### config.mk
export PLATFORM = sky130hd
export DESIGN_NAME = stoch_activation
export DESIGN_NICKNAME = d
export VERILOG_FILES = /design/src/rtl/stoch_pkg.sv /design/src/rtl/stoch_fsm_cell.sv /design/src/rtl/stoch_activation.sv
export SDC_FILE = /design/constraint.sdc
export NUM_CORES = 1
export LEC_CHECK = 0
export CAP_MARGIN = 10
export CELL_PAD_IN_SITES_DETAIL_PLACEMENT = 1
export CELL_PAD_IN_SITES_GLOBAL_PLACEMENT = 1
export CORE_MARGIN = 2
export CORE_UTILIZATION = 45
export DETAILED_ROUTE_END_ITERATION = 16
export PLACE_DENSITY = 0.82
export SYNTH_ARGS = -nofsm -noshare
export SYNTH_HDL_FRONTEND = slang
export SYNTH_HIERARCHICAL = 1
export SYNTH_SLANG_ARGS = --single-unit
### constraint.sdc
create_clock -name clk -period 2.2 [get_ports clk]
set_input_delay 0.44 -clock clk [delete_from_list [all_inputs] [get_ports clk]]
set_output_delay 0.44 -clock clk [all_outputs]
set_load 0.02 [all_outputs]
### src/rtl/stoch_pkg.sv
// Shared definitions for the stochastic activation block: activation mode
// encoding and default parameter values used by the top and the channel cell.
package stoch_pkg;

   // Activation mode as presented on the mode port. RSVD decodes as TANH.
   typedef enum logic [1:0] {
      TANH   = 2'b00,
      EXP    = 2'b01,
      RSVD   = 2'b10,
      BYPASS = 2'b11
   } mode_t;

   localparam int DEF_CHANNELS = 4;
   localparam int DEF_STATES   = 16;
   localparam int DEF_G_EXP    = 2;
   localparam int DEF_WARMUP   = 32;

endpackage

### src/rtl/stoch_fsm_cell.sv
// One stochastic-computing channel: a saturating up/down counter driven by the
// input bitstream, followed by a registered output bit whose meaning depends
// on the activation mode (threshold at mid for TANH, near-top threshold for
// EXP, or a plain one-cycle delay of x for BYPASS).
module stoch_fsm_cell
   import stoch_pkg::*;
#(
   parameter int STATES = DEF_STATES,
   parameter int G_EXP  = DEF_G_EXP
)(
   input  logic  clk,
   input  logic  n_rst,
   input  logic  en,
   input  logic  clr,
   input  mode_t mode,
   input  logic  x,
   output logic  y
);

   localparam int SW = $clog2(STATES);
   localparam logic [SW-1:0] MID    = SW'(STATES / 2);
   localparam logic [SW-1:0] TOP    = SW'(STATES - 1);
   localparam logic [SW-1:0] EXP_TH = SW'(STATES - G_EXP);
   localparam logic [SW-1:0] ONE    = SW'(1);

   logic [SW-1:0] state_reg;
   logic [SW-1:0] state_next;
   logic          y_reg;
   logic          y_next;

   // Saturating step toward the rail selected by the input bit.
   always_comb begin
      state_next = state_reg;
      if (x) begin
         if (state_reg != TOP) state_next = state_reg + ONE;
      end else begin
         if (state_reg != '0) state_next = state_reg - ONE;
      end
   end

   // Output decode uses the post-update state so y lags x by exactly one edge.
   always_comb begin
      y_next = 1'b0;
      case (mode)
         EXP:     y_next = (state_next < EXP_TH);
         BYPASS:  y_next = x;
         default: y_next = (state_next >= MID);
      endcase
   end

   // State and output registers: reset/clear return to mid with y low.
   always_ff @(posedge clk) begin
      if (!n_rst) begin
         state_reg <= MID;
         y_reg     <= 1'b0;
      end else if (clr) begin
         state_reg <= MID;
         y_reg     <= 1'b0;
      end else if (en) begin
         state_reg <= state_next;
         y_reg     <= y_next;
      end
   end

   assign y = y_reg;

endmodule

### src/rtl/stoch_activation.sv
// Multi-channel stochastic activation function. Each channel is an independent
// saturating FSM cell; a single shared warm-up counter flags the outputs valid
// once enough enabled cycles have elapsed since reset or clear.
module stoch_activation
   import stoch_pkg::*;
#(
   parameter int CHANNELS = DEF_CHANNELS,
   parameter int STATES   = DEF_STATES,
   parameter int G_EXP    = DEF_G_EXP,
   parameter int WARMUP   = DEF_WARMUP
)(
   input  logic                clk,
   input  logic                n_rst,
   input  logic                en,
   input  logic                clr,
   input  logic [1:0]          mode,
   input  logic [CHANNELS-1:0] x,
   output logic [CHANNELS-1:0] y,
   output logic                valid
);

   localparam int WW = $clog2(WARMUP + 1);
   localparam logic [WW-1:0] WARM_MAX = WW'(WARMUP);
   localparam logic [WW-1:0] WARM_ONE = WW'(1);

   mode_t         mode_sel;
   logic [WW-1:0] warm_reg;

   assign mode_sel = mode_t'(mode);

   genvar gi;
   generate
      for (gi = 0; gi < CHANNELS; gi++) begin : g_chan
         stoch_fsm_cell #(
            .STATES (STATES),
            .G_EXP  (G_EXP)
         ) u_cell (
            .clk   (clk),
            .n_rst (n_rst),
            .en    (en),
            .clr   (clr),
            .mode  (mode_sel),
            .x     (x[gi]),
            .y     (y[gi])
         );
      end
   endgenerate

   // Warm-up counter: counts enabled cycles, sticks at WARMUP.
   always_ff @(posedge clk) begin
      if (!n_rst) begin
         warm_reg <= '0;
      end else if (clr) begin
         warm_reg <= '0;
      end else if (en && (warm_reg != WARM_MAX)) begin
         warm_reg <= warm_reg + WARM_ONE;
      end
   end

   assign valid = (warm_reg == WARM_MAX);

endmodule
==> flow_metrics.env <==
export IMPL_overflow=0
export IMPL_crit_path_start_kind="primary input"
export IMPL_die_h_um=73.0
export IMPL_synthFlopType="dfxtp_1"
export IMPL_h_tree_depth=1
export IMPL_ys_ff_latch=26
export IMPL_drt_wl_total_um=4710
export IMPL_period_needed_ns=1.84
export IMPL_report_final_setup_viol=0
export IMPL_swShare_pct=29.6
export IMPL_layout_nets=277
export IMPL_worstPathCellList="clkdlybuf4s50_1 > buf_4 > o41ai_2 > o21ai_1 > a31oi_1 > o22ai_2"
export IMPL_cp_data_arrival_time_ns=2.00
export IMPL_antenna_found_initial=0
export IMPL_fin_crit_sh_pct=83.8
export IMPL_slew_violations=0
export IMPL_synth_top_area_cell="dfxtp_1"
export IMPL_drc=0
export IMPL_syn_to_final_growth_pct=7.82
export IMPL_postCtsSetupBuffers=0
export IMPL_switchingPower_uw=322
export IMPL_cp_top_family="buffers and inverters"
export IMPL_ant_nets=0
export IMPL_crit_type="primary input to register"
export IMPL_r2r_setup_slack_ns=0.36
export IMPL_critPathMaxStageDelay_ns=0.60
export IMPL_pwr_share_clk_pct=28.4
export IMPL_grt_pass1_vias=1694
export IMPL_yosysSeqAreaShare_pct=24.3
export IMPL_internal_power_uw=768
export IMPL_path_clk_slew_ns=0.09
export IMPL_die_area_um2=5330
export IMPL_cp_end_kind="register"
export IMPL_crit_fanout=11
export IMPL_drt_iter0_drc=50
export IMPL_grt_pass1_wl_um=8030
export IMPL_synth_edf_count=0
export IMPL_placementRows=25
export IMPL_multi_input_area_um2=1400
export IMPL_worst_slew_pin_slew_ns=0.419
export IMPL_drive_gt1_share_pct=15.2
export IMPL_critPathSlowestCell="clkdlybuf4s50_1"
export IMPL_cts_tree="built"
export IMPL_syn_area_um2=2140
export IMPL_coreArea_um2=4660
export IMPL_comb_power_share_pct=23.5
export IMPL_crit_required_ns=2.36
export IMPL_skew_ns=0.00113
export IMPL_hpwl_um=3550
export IMPL_fmax_mhz=543
export IMPL_cts_root_buf="clkbuf_8"
export IMPL_yosysWarnings=6
export IMPL_p_leak_uw=0.000930
export IMPL_nFillCells=573
export IMPL_die_x_um=73.0
export IMPL_cts_buffers=3
export IMPL_fin_hold_ws_ns=0.515
export IMPL_status="completed"
export IMPL_portBuffers=14
export IMPL_globalplace_congestion=0.792
export IMPL_clk_insertion_delay_late_ns=0.27
export IMPL_clockBufferDepth=2
export IMPL_synth_area_leaders="dfxtp_1, mux2i_1, ha_1"
export IMPL_antennaDiodeCount=0
export IMPL_vias=1799
export IMPL_ios=15
export IMPL_synth_distinct_cells=36
export IMPL_cts_sinks=26
export IMPL_start_util_pct=46.0
export IMPL_slew_headroom_pct=72.0
export IMPL_irDropWorstVdd_uv=226
export IMPL_post_drt_via_cell_ratio=5.80
export IMPL_power_frac_seq_pct=48.0
export IMPL_synth_top_area_share_pct=24.3
export IMPL_final_setup_tns_ns=0
export IMPL_hold_violations=0
export IMPL_synthCells=249
export IMPL_rsz0062_at_grt="false"
export IMPL_path_buf_inv=2
export IMPL_grt_max_degree=30
export IMPL_power_density_nw_per_um2=472
export IMPL_synth_nets=269
export IMPL_seq_area_um2=520
export IMPL_syn_avg_cell_area_um2=8.61
export IMPL_hold_class="register to register"
export IMPL_wire_per_inst_um=15.2
export IMPL_largest_reg_flops=16
export IMPL_dr_pass1_iters=4
export IMPL_grt_total_usage_pct=18.7
export IMPL_max_cap_violations=0
export IMPL_async_flop_share_pct=0
-- synth_stat cells (5+ instances only) --
library cell	count
nor2b_1	9
mux2i_1	14
dfxtp_1	26
and4_1	5
inv_1	24
nand2_1	15
nand4_1	5
nand2b_1	9
a21oi_1	10
o21ai_0	9
ha_1	10
buf_6	8
nor2_1	27
-- kinds of logic after synthesis --
logic type,count (synthesis),share of synthesized area [%]
and+or+nand+nor,96,27.5
AOI/OAI and AO/OA,57,22.9
buffers and inverters,40,10.5
DFF,26,24.3
muxes,14,6.54
adders and majority gates,10,5.84
xor gates and xnor gates,6,2.45
-- through the flow --
step / worst slack (ns) / util, % / total power [µW] / instances / area, µm²
2_1_floorplan: 0.676 / - / 721 / 249 / 2140
3_3_place_gp: 0.157 / 48.3 / 780 / 306 / 2250
3_5_place_dp: 0.0946 / 48.3 / 790 / 306 / 2250
4_1_cts: 0.0629 / 49.5 / 1100 / 310 / 2310
5_1_grt: 0.167 / 49.6 / 1160 / 310 / 2310
6_report: 0.357 / 49.6 / 1090 / 310 / 2310
-- path summary, 6_finish.rpt --
check	from	to	cells past startpoint
setup / recovery	x[1]	g_chan[1].u_cell/y	6
hold / removal	warm_reg[0]	warm_reg[0]	2
setup reg to reg	g_chan[3].u_cell/state_reg[1]	g_chan[3].u_cell/y	7
hold reg to reg	warm_reg[0]	warm_reg[0]	2
-- cell type report --
type	count	share of cell area (%)
Timing Repair Buffer	19	7.80
Multi-Input combinational cell	183	60.5
Inverter	24	3.90
Sequential cell	26	22.5
Clock buffer	4	2.38
Tap cell	54	2.92
-- metal layers --
layer	track usage, %	routed length (µm)	vias up
li1	-	-	907
met1	25.3	2330	873
met2	31.4	2270	17
met3	2.49	73	2
met4	4.32	38	0
met5	0	0	-
-- worst reg2reg max path, stage by stage (launching register included) --
cell       delay (ns)
dfxtp_1          0.48
inv_1            0.10
ha_1             0.22
nor3b_2          0.17
o21ai_0          0.18
a2bb2oi_1        0.28
and4_1           0.25
o22ai_2          0.06
-- power by group through the flow --
stage | Clock, µW | Sequential, µW | Combinational [µW]
3_5_place_dp | 0 | 535 | 255
2_1_floorplan | 0 | 519 | 202
4_1_cts | 321 | 524 | 257
5_1_grt | 349 | 528 | 285
3_3_place_gp | 0 | 533 | 247
6_report | 310 | 523 | 256
-- placed cells by master (no fill, tap or decap), drive strengths merged, types with 2 or more instances in the layout --
master	Yosys	routed
dfxtp	26	26
xnor2	4	4
nand4	6	6
a2bb2oi	4	4
nand2	15	15
buf	12	5
a211oi	4	4
a32oi	4	4
o22ai	4	4
a21oi	10	10
nor3b	4	4
a221oi	4	4
clkdlybuf4s50	0	13
o21ai	13	13
a31oi	4	4
mux2i	14	14
nor2b	9	9
o2111ai	4	4
and4	9	9
and2b	4	4
nor2	27	27
nand3	8	8
clkbuf	4	4
xor2	2	2
inv	24	24
o41ai	4	4
and4b	4	4
nand2b	9	9
ha	10	10
-- repair_timing --
action	4_1_cts	5_1_grt
gates resized for setup	0	1
hold buffers	0	0
setup endpoints to repair	0	1
No activity file was read; power rests on OpenSTA's default activity.
